### src/rtl/accum_core_gen2.sv
// ---------------------------------------------------------------------------
// accum_core_gen2
// Parametrised accumulator processor with a serial load/readback port for
// its instruction and data memories, an explicit HALT opcode and a
// saturating retired-instruction counter.
//
// Instruction word = {operand[ADDR_W-1:0], opcode[3:0]}.
// Serial frame (MSB first, one bit per clk while in SHIFT):
//   {cmd(1), addr(ADDR_W), payload(P)}, P = max(DATA_W, ADDR_W+4)
//
// Ports:
//   clk, rst_n        clock, asynchronous active-low reset
//   run_in            1 = execute program, 0 = idle / serial access
//   cs_i_n, cs_d_n    serial selects for instruction / data memory
//   mosi_in           serial data in
//   miso_out          serial readback data
//   pc_out, acc_out   program counter, accumulator
//   halted_out        program terminated
//   frame_err_out     last serial frame malformed (sticky)
//   icount_out        retired instructions since run entry, saturating
// ---------------------------------------------------------------------------
module accum_core_gen2 #(
    parameter int DATA_W = 8,
    parameter int ADDR_W = 4,
    parameter int CNT_W  = 8
) (
    input  logic              clk,
    input  logic              rst_n,
    input  logic              run_in,
    input  logic              cs_i_n,
    input  logic              cs_d_n,
    input  logic              mosi_in,
    output logic              miso_out,
    output logic [ADDR_W-1:0] pc_out,
    output logic [DATA_W-1:0] acc_out,
    output logic              halted_out,
    output logic              frame_err_out,
    output logic [CNT_W-1:0]  icount_out
);

    localparam int IW    = ADDR_W + 4;
    localparam int P     = (DATA_W > IW) ? DATA_W : IW;
    localparam int L     = 1 + ADDR_W + P;
    localparam int DEPTH = 1 << ADDR_W;
    localparam int CW    = $clog2(L + 2);

    localparam logic [CW-1:0]     CNT_SAT  = CW'(L + 1);
    localparam logic [CW-1:0]     CNT_LEN  = CW'(L);
    localparam logic [CW-1:0]     CNT_ADDR = CW'(ADDR_W);
    localparam logic [ADDR_W-1:0] PC_LAST  = {ADDR_W{1'b1}};
    localparam logic [CNT_W-1:0]  IC_SAT   = {CNT_W{1'b1}};

    localparam logic [3:0] OP_LD   = 4'h0;
    localparam logic [3:0] OP_ADD  = 4'h1;
    localparam logic [3:0] OP_SUB  = 4'h2;
    localparam logic [3:0] OP_AND  = 4'h3;
    localparam logic [3:0] OP_OR   = 4'h4;
    localparam logic [3:0] OP_XOR  = 4'h5;
    localparam logic [3:0] OP_SHL1 = 4'h6;
    localparam logic [3:0] OP_SHR1 = 4'h7;
    localparam logic [3:0] OP_LDI  = 4'h8;
    localparam logic [3:0] OP_ADDI = 4'h9;
    localparam logic [3:0] OP_ST   = 4'hA;
    localparam logic [3:0] OP_NOT  = 4'hB;
    localparam logic [3:0] OP_HALT = 4'hE;
    localparam logic [3:0] OP_BNEZ = 4'hF;

    typedef enum logic [1:0] {
        S_IDLE  = 2'd0,
        S_SHIFT = 2'd1,
        S_EXEC  = 2'd2,
        S_HALT  = 2'd3
    } state_t;

    state_t              state_q, state_d;
    logic [ADDR_W-1:0]   pc_q, pc_d;
    logic [DATA_W-1:0]   acc_q, acc_d;
    logic [CNT_W-1:0]    icount_q, icount_d;
    logic                halted_q, halted_d;
    logic                ferr_q, ferr_d;
    logic                miso_q, miso_d;
    logic                sel_i_q, sel_i_d;
    logic [CW-1:0]       cnt_q, cnt_d;
    logic [L-1:0]        sh_q, sh_d;
    logic [P-1:0]        rsh_q, rsh_d;

    logic [IW-1:0]       imem_q [DEPTH];
    logic [DATA_W-1:0]   dmem_q [DEPTH];

    logic                imem_we_s;
    logic                dmem_we_s;
    logic [ADDR_W-1:0]   mem_waddr_s;
    logic [IW-1:0]       imem_wdata_s;
    logic [DATA_W-1:0]   dmem_wdata_s;

    // Fetch and operand decode are purely combinational reads.
    logic [IW-1:0]       instr_s;
    logic [3:0]          opc_s;
    logic [ADDR_W-1:0]   opnd_s;
    logic [DATA_W-1:0]   mem_s;
    logic [DATA_W-1:0]   imm_s;
    logic                taken_s;

    assign instr_s = imem_q[pc_q];
    assign opc_s   = instr_s[3:0];
    assign opnd_s  = instr_s[IW-1:4];
    assign mem_s   = dmem_q[opnd_s];
    assign imm_s   = DATA_W'($signed(opnd_s));
    assign taken_s = (opc_s == OP_BNEZ) && (acc_q != '0);

    // Serial frame helpers: the address is complete in sh_next_s on the edge
    // that samples the last address bit, so readback can start right after.
    logic [L-1:0]        sh_next_s;
    logic [ADDR_W-1:0]   rd_addr_s;
    logic [P-1:0]        rd_word_s;
    logic                other_low_s;
    logic                sel_high_s;

    assign sh_next_s   = {sh_q[L-2:0], mosi_in};
    assign rd_addr_s   = sh_next_s[ADDR_W-1:0];
    assign rd_word_s   = sel_i_q ? P'(imem_q[rd_addr_s]) : P'(dmem_q[rd_addr_s]);
    assign other_low_s = sel_i_q ? ~cs_d_n : ~cs_i_n;
    assign sel_high_s  = sel_i_q ? cs_i_n : cs_d_n;

    // Next-state, datapath and memory-write decode.
    always_comb begin
        state_d      = state_q;
        pc_d         = pc_q;
        acc_d        = acc_q;
        icount_d     = icount_q;
        halted_d     = halted_q;
        ferr_d       = ferr_q;
        miso_d       = 1'b0;
        sel_i_d      = sel_i_q;
        cnt_d        = cnt_q;
        sh_d         = sh_q;
        rsh_d        = rsh_q;
        imem_we_s    = 1'b0;
        dmem_we_s    = 1'b0;
        mem_waddr_s  = sh_q[P +: ADDR_W];
        imem_wdata_s = sh_q[IW-1:0];
        dmem_wdata_s = sh_q[DATA_W-1:0];

        case (state_q)
            S_IDLE: begin
                if (run_in) begin
                    state_d  = S_EXEC;
                    pc_d     = '0;
                    acc_d    = '0;
                    icount_d = '0;
                    halted_d = 1'b0;
                end else if (cs_i_n != cs_d_n) begin
                    state_d = S_SHIFT;
                    sel_i_d = ~cs_i_n;
                    cnt_d   = '0;
                    sh_d    = '0;
                    rsh_d   = '0;
                end else if (!cs_i_n && !cs_d_n) begin
                    ferr_d = 1'b1;
                end else begin
                    state_d = S_IDLE;
                end
            end

            S_SHIFT: begin
                if (other_low_s) begin
                    // The other memory was selected mid-frame: abort.
                    state_d = S_IDLE;
                    ferr_d  = 1'b1;
                end else if (sel_high_s) begin
                    state_d = S_IDLE;
                    if (cnt_q == CNT_LEN) begin
                        ferr_d = 1'b0;
                        if (sh_q[L-1]) begin
                            if (sel_i_q) begin
                                imem_we_s = 1'b1;
                            end else begin
                                dmem_we_s = 1'b1;
                            end
                        end else begin
                            ferr_d = 1'b0;
                        end
                    end else begin
                        ferr_d = 1'b1;
                    end
                end else begin
                    sh_d  = sh_next_s;
                    cnt_d = (cnt_q == CNT_SAT) ? cnt_q : cnt_q + CW'(1);
                    // cmd bit sits at sh_q[ADDR_W-1] while the last address bit arrives.
                    if ((cnt_q == CNT_ADDR) && !sh_q[ADDR_W-1]) begin
                        miso_d = rd_word_s[P-1];
                        rsh_d  = rd_word_s << 1;
                    end else begin
                        miso_d = rsh_q[P-1];
                        rsh_d  = rsh_q << 1;
                    end
                end
            end

            S_EXEC: begin
                if (!run_in) begin
                    state_d = S_IDLE;
                end else if (opc_s == OP_HALT) begin
                    // HALT is not retired.
                    state_d  = S_HALT;
                    halted_d = 1'b1;
                end else begin
                    case (opc_s)
                        OP_LD:   acc_d = mem_s;
                        OP_ADD:  acc_d = acc_q + mem_s;
                        OP_SUB:  acc_d = acc_q - mem_s;
                        OP_AND:  acc_d = acc_q & mem_s;
                        OP_OR:   acc_d = acc_q | mem_s;
                        OP_XOR:  acc_d = acc_q ^ mem_s;
                        OP_SHL1: acc_d = acc_q << 1;
                        OP_SHR1: acc_d = acc_q >> 1;
                        OP_LDI:  acc_d = imm_s;
                        OP_ADDI: acc_d = acc_q + imm_s;
                        OP_ST: begin
                            dmem_we_s    = 1'b1;
                            mem_waddr_s  = opnd_s;
                            dmem_wdata_s = acc_q;
                        end
                        OP_NOT:  acc_d = ~acc_q;
                        default: acc_d = acc_q;
                    endcase
                    icount_d = (icount_q == IC_SAT) ? icount_q : icount_q + CNT_W'(1);
                    if (taken_s) begin
                        pc_d = opnd_s;
                    end else if (pc_q == PC_LAST) begin
                        // Fell off the end of imem: retire, then stop in place.
                        state_d  = S_HALT;
                        halted_d = 1'b1;
                    end else begin
                        pc_d = pc_q + ADDR_W'(1);
                    end
                end
            end

            S_HALT: begin
                if (!run_in) begin
                    state_d = S_IDLE;
                end else begin
                    state_d = S_HALT;
                end
            end

            default: begin
                state_d = S_IDLE;
            end
        endcase
    end

    // Control and datapath registers.
    always_ff @(posedge clk or negedge rst_n) begin
        if (!rst_n) begin
            state_q  <= S_IDLE;
            pc_q     <= '0;
            acc_q    <= '0;
            icount_q <= '0;
            halted_q <= 1'b0;
            ferr_q   <= 1'b0;
            miso_q   <= 1'b0;
            sel_i_q  <= 1'b0;
            cnt_q    <= '0;
            sh_q     <= '0;
            rsh_q    <= '0;
        end else begin
            state_q  <= state_d;
            pc_q     <= pc_d;
            acc_q    <= acc_d;
            icount_q <= icount_d;
            halted_q <= halted_d;
            ferr_q   <= ferr_d;
            miso_q   <= miso_d;
            sel_i_q  <= sel_i_d;
            cnt_q    <= cnt_d;
            sh_q     <= sh_d;
            rsh_q    <= rsh_d;
        end
    end

    // Instruction and data memories, cleared by reset.
    always_ff @(posedge clk or negedge rst_n) begin
        if (!rst_n) begin
            for (int i = 0; i < DEPTH; i++) begin
                imem_q[i] <= '0;
                dmem_q[i] <= '0;
            end
        end else begin
            if (imem_we_s) begin
                imem_q[mem_waddr_s] <= imem_wdata_s;
            end
            if (dmem_we_s) begin
                dmem_q[mem_waddr_s] <= dmem_wdata_s;
            end
        end
    end

    assign miso_out      = miso_q;
    assign pc_out        = pc_q;
    assign acc_out       = acc_q;
    assign halted_out    = halted_q;
    assign frame_err_out = ferr_q;
    assign icount_out    = icount_q;

endmodule

### config.mk
export PLATFORM = sky130hd
export DESIGN_NAME = accum_core_gen2
export DESIGN_NICKNAME = d
export VERILOG_FILES = /design/src/rtl/accum_core_gen2.sv
export SDC_FILE = /design/constraint.sdc
export NUM_CORES = 1
export LEC_CHECK = 0
export ABC_AREA = 1
export CAP_MARGIN = 20
export CORE_ASPECT_RATIO = 0.8
export CORE_MARGIN = 5
export CORE_UTILIZATION = 35
export DETAILED_ROUTE_END_ITERATION = 7
export PLACE_DENSITY_LB_ADDON = 0.1
export SLEW_MARGIN = 5
export SYNTH_ARGS = -nofsm -noshare
export SYNTH_HDL_FRONTEND = slang
export SYNTH_SLANG_ARGS = --single-unit
### constraint.sdc
create_clock -name clk -period 11.6 [get_ports clk]
set_input_delay 2.32 -clock clk [delete_from_list [all_inputs] [get_ports clk]]
set_output_delay 2.32 -clock clk [all_outputs]
set_load 0.01 [all_outputs]
==> flow_metrics.py, run 1 <==
metrics = {
    "grt": {
        "antenna_found_initial": 0,
        "grt_first_pass_wirelength_mm": 103.8,
        "globalRoute.totalOverflow": 0,
        "grt_start_max_net_pins": 155,
        "first_global_vias": 16390,
        "track_usage_pct": 23.13,
    },
    "timing": {
        "drv_slew": 0,
        "max_slew.worst_pin.slew_ps": 1251,
        "whs_ps": 490.3,
        "final_period_minus_worst_setup_slack_ps": 7645,
        "worst_slew_margin_rel_pct": 16.62,
        "maximum_clock_skew_at_final_layout_ps": 25.18,
        "rsz_0062_raised_after_global_routing": "no",
        "setup_viol_count_final": 0,
        "final_min_period_over_clock_period_pct": 65.90,
        "fin_tns_setup_ps": 0,
        "worst_setup_slack_final_ps": 3955,
        "fmax_ghz": 0.1308,
        "hold_violation_count_in_the_final_report": 0,
    },
    "floorplan": {
        "placement_rows": 75,
        "dieWidth_um": 265.9,
        "start_util_pct": 35.14,
        "fp.dieArea_um2": 57100,
        "core_um2": 52180,
        "num_io_pins": 29,
        "fp.dieH_um": 214.7,
    },
    "synth": {
        "synth_cell_type_count": 55,
        "synth_nets": 2485,
        "synth.ff_latch_count": 306,
        "synth-warning-count": 0,
        "dominantRegCellSynth": "dfrtp_1",
        "synth-seq-area-share_pct": 41.76,
        "postSynthAreaPerCell_um2": 7.503,
        "synth_top_area_cell": "dfrtp_1",
        "netlist_instances": 2444,
        "synthArstFlopShare_pct": 100.0,
        "synth-edff-count": 0,
        "synthesized_cell_area_um2": 18340,
        "synth_top_area_share_pct": 41.76,
        "synth.top_cells.by_area": "dfrtp_1 42%, nand2_1 10%, o21ai_1 7.0%",
    },
    "clocking": {
        "ctsHtreeMaxLevel": 2,
        "cts.root.buffer_cell": "clkbuf_16",
        "cts.sink_count": 306,
        "cts_post_setup_buffers_inserted": 0,
        "cts-hold-fix-buffers": 0,
        "insertion_delay_ps": 570,
        "cts_repair_resize_count": 0,
        "clk_pin_slew_worst_paths_ps": 60,
        "cts_buffers": 37,
        "ctsLongestPathBuffers": 3,
        "clock_tree_from_tritoncts": "yes",
    },
    "finish": {
        "sequential_cell_area_um2": 7660,
        "final_cell_count_no_fill": 3101,
        "design.final.nets": 2423,
        "n_antenna_cell": 0,
        "drive_gt1_share_pct": 8.555,
        "fillerInstances": 5520,
        "layout-area-overhead-vs-synth_pct": 9.369,
        "final_common_cell": "nand2_1",
        "multi_input_gate_area_in_the_final_layout_um2": 9145,
        "most-common-layout-cells": "509 x nand2_1, 304 x dfrtp_1, 256 x o21ai_1",
    },
    "route": {
        "antenna_nets_post_route": 0,
        "vias_after_detailed_routing": 17420,
        "drtPass1Iterations": 6,
        "drt_iter0_markers": 1847,
        "routed_wl_mm": 67.32,
        "post_route_drc_violation_count": 0,
        "avgViaCountPerCell": 5.618,
        "detail_route.wl_per_cell_um": 21.71,
    },
    "power": {
        "static-leakage-power_uw": 0.008388,
        "ir_drop_mv": 0.1234,
        "post-layout-total-power_uw": 4356,
        "ratio_of_total_power_to_cell_area_nw_per_um2": 217.2,
    },
    "min_path": {
        "min-delay-path-class": "flop to flop",
    },
    "worst_setup_path": {
        "critPathArrivalTime_ps": 8080,
        "worst-endpoint-required_ps": 12040,
        "worst_path_max_delay_cell": "buf_4",
        "crit_fanout": 76,
        "critical-path-top-cell-by-count": "nand2_1",
        "crit_path_launch_type": "flop",
        "cpPeakStageDelay_ps": 670,
        "end_kind": "flop",
        "timing_worst_setup_path_type": "flop to flop",
    },
    "placement": {
        "dp_worst_setup_slack_ps": 4143,
        "dpl.cell_count": 3036,
        "gp_congestion": 0.8960,
        "placement.io_buffers": 28,
        "hpwl_mm": 44.58,
    },
    "status": {
        "run_status": "finished, final reports clean",
    },
    "run": {
        "max_cap_violations": 0,
    },
}
==> area by class of cell <==
| class | instances | share of cell area (%) |
|---|---|---|
| Tap cell | 693 | 4.324 |
| Sequential cell | 306 | 38.20 |
| Clock buffer | 53 | 5.528 |
| Inverter | 182 | 3.438 |
| Timing Repair Buffer | 58 | 2.595 |
| Multi-Input combinational cell | 1797 | 45.60 |
| Clock inverter | 12 | 0.3182 |
==> cells by family after synthesis <==
group / count (synthesis) / synth area share, %
flip-flops: 306 / 41.76
AND/OR/NAND/NOR: 1003 / 23.94
AO/OA/AOI/OAI: 753 / 23.16
buffers and inverters: 341 / 8.420
adder cells (fa/ha/maj): 35 / 2.429
XOR/XNOR: 6 / 0.2866
==> synthesized netlist by cell type (6+ instances only) <==
cell	count
nand2_1	509
dfrtp_1	306
o21ai_1	257
o21ai_0	245
nor2_1	196
inv_1	169
nand3_1	164
a21oi_1	81
clkbuf_1	74
o22ai_1	56
buf_2	48
nand2_2	44
o211ai_1	36
ha_1	34
nand3b_1	30
buf_4	19
buf_6	17
o21ai_2	17
o221ai_1	14
nor2_2	13
nor3_1	12
a211oi_1	10
inv_2	9
nand4_1	7
o2111ai_1	7
nor2_4	6
o311ai_0	6
==> routing by layer <==
| metal | routed length, µm | track usage, % |
|---|---|---|
| met1 | 32690 | 35.78 |
| met2 | 27330 | 32.28 |
| met3 | 5699 | 5.363 |
| met4 | 1610 | 6.159 |
| met5 | 0 | 0 |
==> power breakdown <==
part	leakage, µW	internal [µW]	switching (µW)	total, µW
Clock	0.000593	664	482	1150
Combinational	0.00354	577	1460	2030
Sequential	0.00426	1100	75.8	1180
Total	0.00839	2340	2020	4360
==> per-stage QoR <==
| stage | cell area, µm² | util, % |
|---|---|---|
| after floorplan | 18340 | - |
| after global placement | 18880 | 36.19 |
| after detailed placement | 18880 | 36.19 |
| after CTS | 20050 | 38.44 |
| after global routing | 20050 | 38.44 |
| final | 20050 | 38.44 |
==> registers in the layout, indices dropped and copies added, names as in the netlist <==
name and count:
dmem_q 128, imem_q 128, sh_q 13, acc_out 8
icount_out 8, rsh_q 7, cnt_q 4, pc_out 4
state_q 2, frame_err_out 1, halted_out 1, miso_out 1
sel_i_q 1
==> critical path, delay by kind of cell (launching register included) <==
family	cells	cell delay (ps)
AOI/OAI and AO/OA	6	980
xor gates and xnor gates	1	170
adders and majority gates	2	570
buffers and inverters	7	2170
DFF	1	340
and+or+nand+nor	23	3200
==> final timing paths <==
path	startpoint	end	slack (ps)	cells after the start
max reg2reg	pc_out[0]	acc_out[7]	3960	39
max in group asynchronous	rst_n	dmem_q[126]	8350	2
min reg2reg	dmem_q[64]	dmem_q[64]	490	2
max	pc_out[0]	acc_out[7]	3960	39
min	dmem_q[64]	dmem_q[64]	490	2
min in group asynchronous	rst_n	imem_q[9]	1770	1
(Power assumes the default switching activity.)
==> run 2, diff against run 1 <==
clock period = 7.98 ns   (was 11.6 ns; I/O delays follow)
==> run 2 against run 1 <==
Critical path type unchanged; count of clock-buffer cells in the layout grew 1; worst hold slack worse by 3.3 ps; non-clock buffer count rose by 2; highest routed layer unchanged.
==> flow_metrics.py, run 2 (same netlist as run 1, synthesis figures left out) <==
metrics = {
    "worst_setup_path": {
        "end_kind": "flop",
        "worst-endpoint-required_ps": 8420,
        "setup.worst_path.end": "acc_out[7]",
        "critical-path-top-cell-by-count": "nand2_1",
        "reg2reg_depth": 36,
        "worst_path_max_delay_cell": "dfrtp_2",
        "r2r_start": "pc_out[0]",
        "reg2reg_slack_ps": 1420,
        "crit_path_launch_type": "flop",
        "critical_path.reg2reg.endpoint": "acc_out[7]",
        "timing_worst_setup_path_type": "flop to flop",
        "crit_fanout": 62,
        "critPathArrivalTime_ps": 7000,
        "worstSetupStartpoint": "pc_out[0]",
        "cpPeakStageDelay_ps": 730,
    },
    "clocking": {
        "ctsLongestPathBuffers": 3,
        "clk_pin_slew_worst_paths_ps": 60,
        "cts.sink_count": 306,
        "cts_buffers": 37,
        "insertion_delay_ps": 580,
        "cts.root.buffer_cell": "clkbuf_16",
        "cts_repair_resize_count": 0,
        "ctsHtreeMaxLevel": 2,
        "cts-hold-fix-buffers": 0,
        "clock_tree_from_tritoncts": "yes",
        "cts_post_setup_buffers_inserted": 0,
    },
    "power": {
        "ratio_of_total_power_to_cell_area_nw_per_um2": 318.6,
        "power.share.clock_pct": 27.6,
        "internal_power_uw": 3513,
        "netSwitchingPower_uw": 2915,
        "p_seq_share_pct": 26.5,
        "post-layout-total-power_uw": 6428,
        "power.share.combinational_pct": 45.9,
        "ir_drop_mv": 0.1359,
        "p_sw_share_pct": 45.35,
        "static-leakage-power_uw": 0.008436,
    },
    "timing": {
        "drv_slew": 0,
        "hold_violation_count_in_the_final_report": 0,
        "fin_tns_setup_ps": 0,
        "maximum_clock_skew_at_final_layout_ps": 27.75,
        "whs_ps": 487.1,
        "setup_viol_count_final": 0,
        "final_period_minus_worst_setup_slack_ps": 6556,
        "worst_setup_slack_final_ps": 1424,
        "final_min_period_over_clock_period_pct": 82.16,
        "worst_slew_margin_rel_pct": 26.25,
        "rsz_0062_raised_after_global_routing": "no",
        "max_slew.worst_pin.slew_ps": 1106,
        "fmax_ghz": 0.1525,
    },
    "floorplan": {
        "fp.dieArea_um2": 57100,
        "dieWidth_um": 265.9,
        "start_util_pct": 35.14,
        "placement_rows": 75,
        "core_um2": 52180,
        "num_io_pins": 29,
        "fp.dieH_um": 214.7,
    },
    "status": {
        "run_status": "finished, final reports clean",
    },
    "grt": {
        "grt_first_pass_wirelength_mm": 104.0,
        "antenna_found_initial": 1,
        "first_global_vias": 16110,
        "track_usage_pct": 23.21,
        "globalRoute.totalOverflow": 0,
        "grt_start_max_net_pins": 154,
    },
    "min_path": {
        "min-delay-path-class": "flop to flop",
    },
    "route": {
        "drtPass1Iterations": 6,
        "antenna_nets_post_route": 0,
        "detail_route.wl_per_cell_um": 22.04,
        "post_route_drc_violation_count": 0,
        "avgViaCountPerCell": 5.603,
        "drt_iter0_markers": 1983,
        "vias_after_detailed_routing": 17390,
        "routed_wl_mm": 68.38,
    },
    "placement": {
        "placement.io_buffers": 28,
        "gp_congestion": 0.8952,
        "dp_worst_setup_slack_ps": 1606,
        "hpwl_mm": 46.24,
        "dpl-instance-area_um2": 18930,
    },
    "finish": {
        "most-common-layout-cells": "509 x nand2_1, 304 x dfrtp_1, 254 x o21ai_1",
        "design.final.nets": 2425,
        "n_antenna_cell": 0,
        "final_common_cell": "nand2_1",
        "final_design_area_no_fill_um2": 20180,
        "layout-area-overhead-vs-synth_pct": 10.03,
        "drive_gt1_share_pct": 8.672,
        "largest_registers": "dmem_q: 128 flops, imem_q: 128 flops, sh_q: 13 flops",
    },
    "run": {
        "max_cap_violations": 0,
    },
}
run 2: power by group through the flow:
stage	Clock, µW	Sequential [µW]	Combinational [µW]
6_report	1770	1700	2950
2_1_floorplan	0	1690	2030
3_5_place_dp	0	1730	2890
4_1_cts	1810	1700	2900
5_1_grt	1880	1710	3260
3_3_place_gp	0	1730	2870
run 2: final cells by class:
cell class | count | area, µm²
clock buffer | 54 | 1112
clock inverter | 11 | 133.9
fill | 5464 | 32000
inverter | 182 | 689.4
multi-input combinational | 1797 | 9153
sequential | 306 | 7660
tap | 693 | 867.1
timing repair buffer | 60 | 560.5
run 2: metal layers:
| metal | wire (µm) | track usage (%) |
|---|---|---|
| met1 | 33130 | 36.11 |
| met2 | 27980 | 32.93 |
| met3 | 5632 | 4.357 |
| met4 | 1634 | 6.073 |
| met5 | 0 | 0 |
run 2: worst min-delay path by stage:
stage          startpoint          to  slack (ps)  cells past startpoint
3_5_place_dp   imem_q[69]  imem_q[69]         470                      2
6_report       halted_out  halted_out         490                      1
2_1_floorplan  dmem_q[64]  dmem_q[64]         450                      2
3_3_place_gp   dmem_q[64]  dmem_q[64]         470                      2
5_1_grt        imem_q[72]  imem_q[72]         510                      2
4_1_cts        imem_q[69]  imem_q[69]         490                      2
run 2: critical path, delay by kind of cell, from the launching register on:
family	cells	cell delay (ps)
xor+xnor	1	160
flops	1	730
simple gates	22	2840
buf+inv	5	1090
compound gates	6	940
fa+ha+maj	2	570
run 2: through the flow:
stage | std cells | utilization [%]
floorplan | 2444 | -
global placement | 3038 | 36.28
detailed placement | 3038 | 36.28
CTS | 3103 | 38.67
global route | 3103 | 38.67
finish | 3103 | 38.67
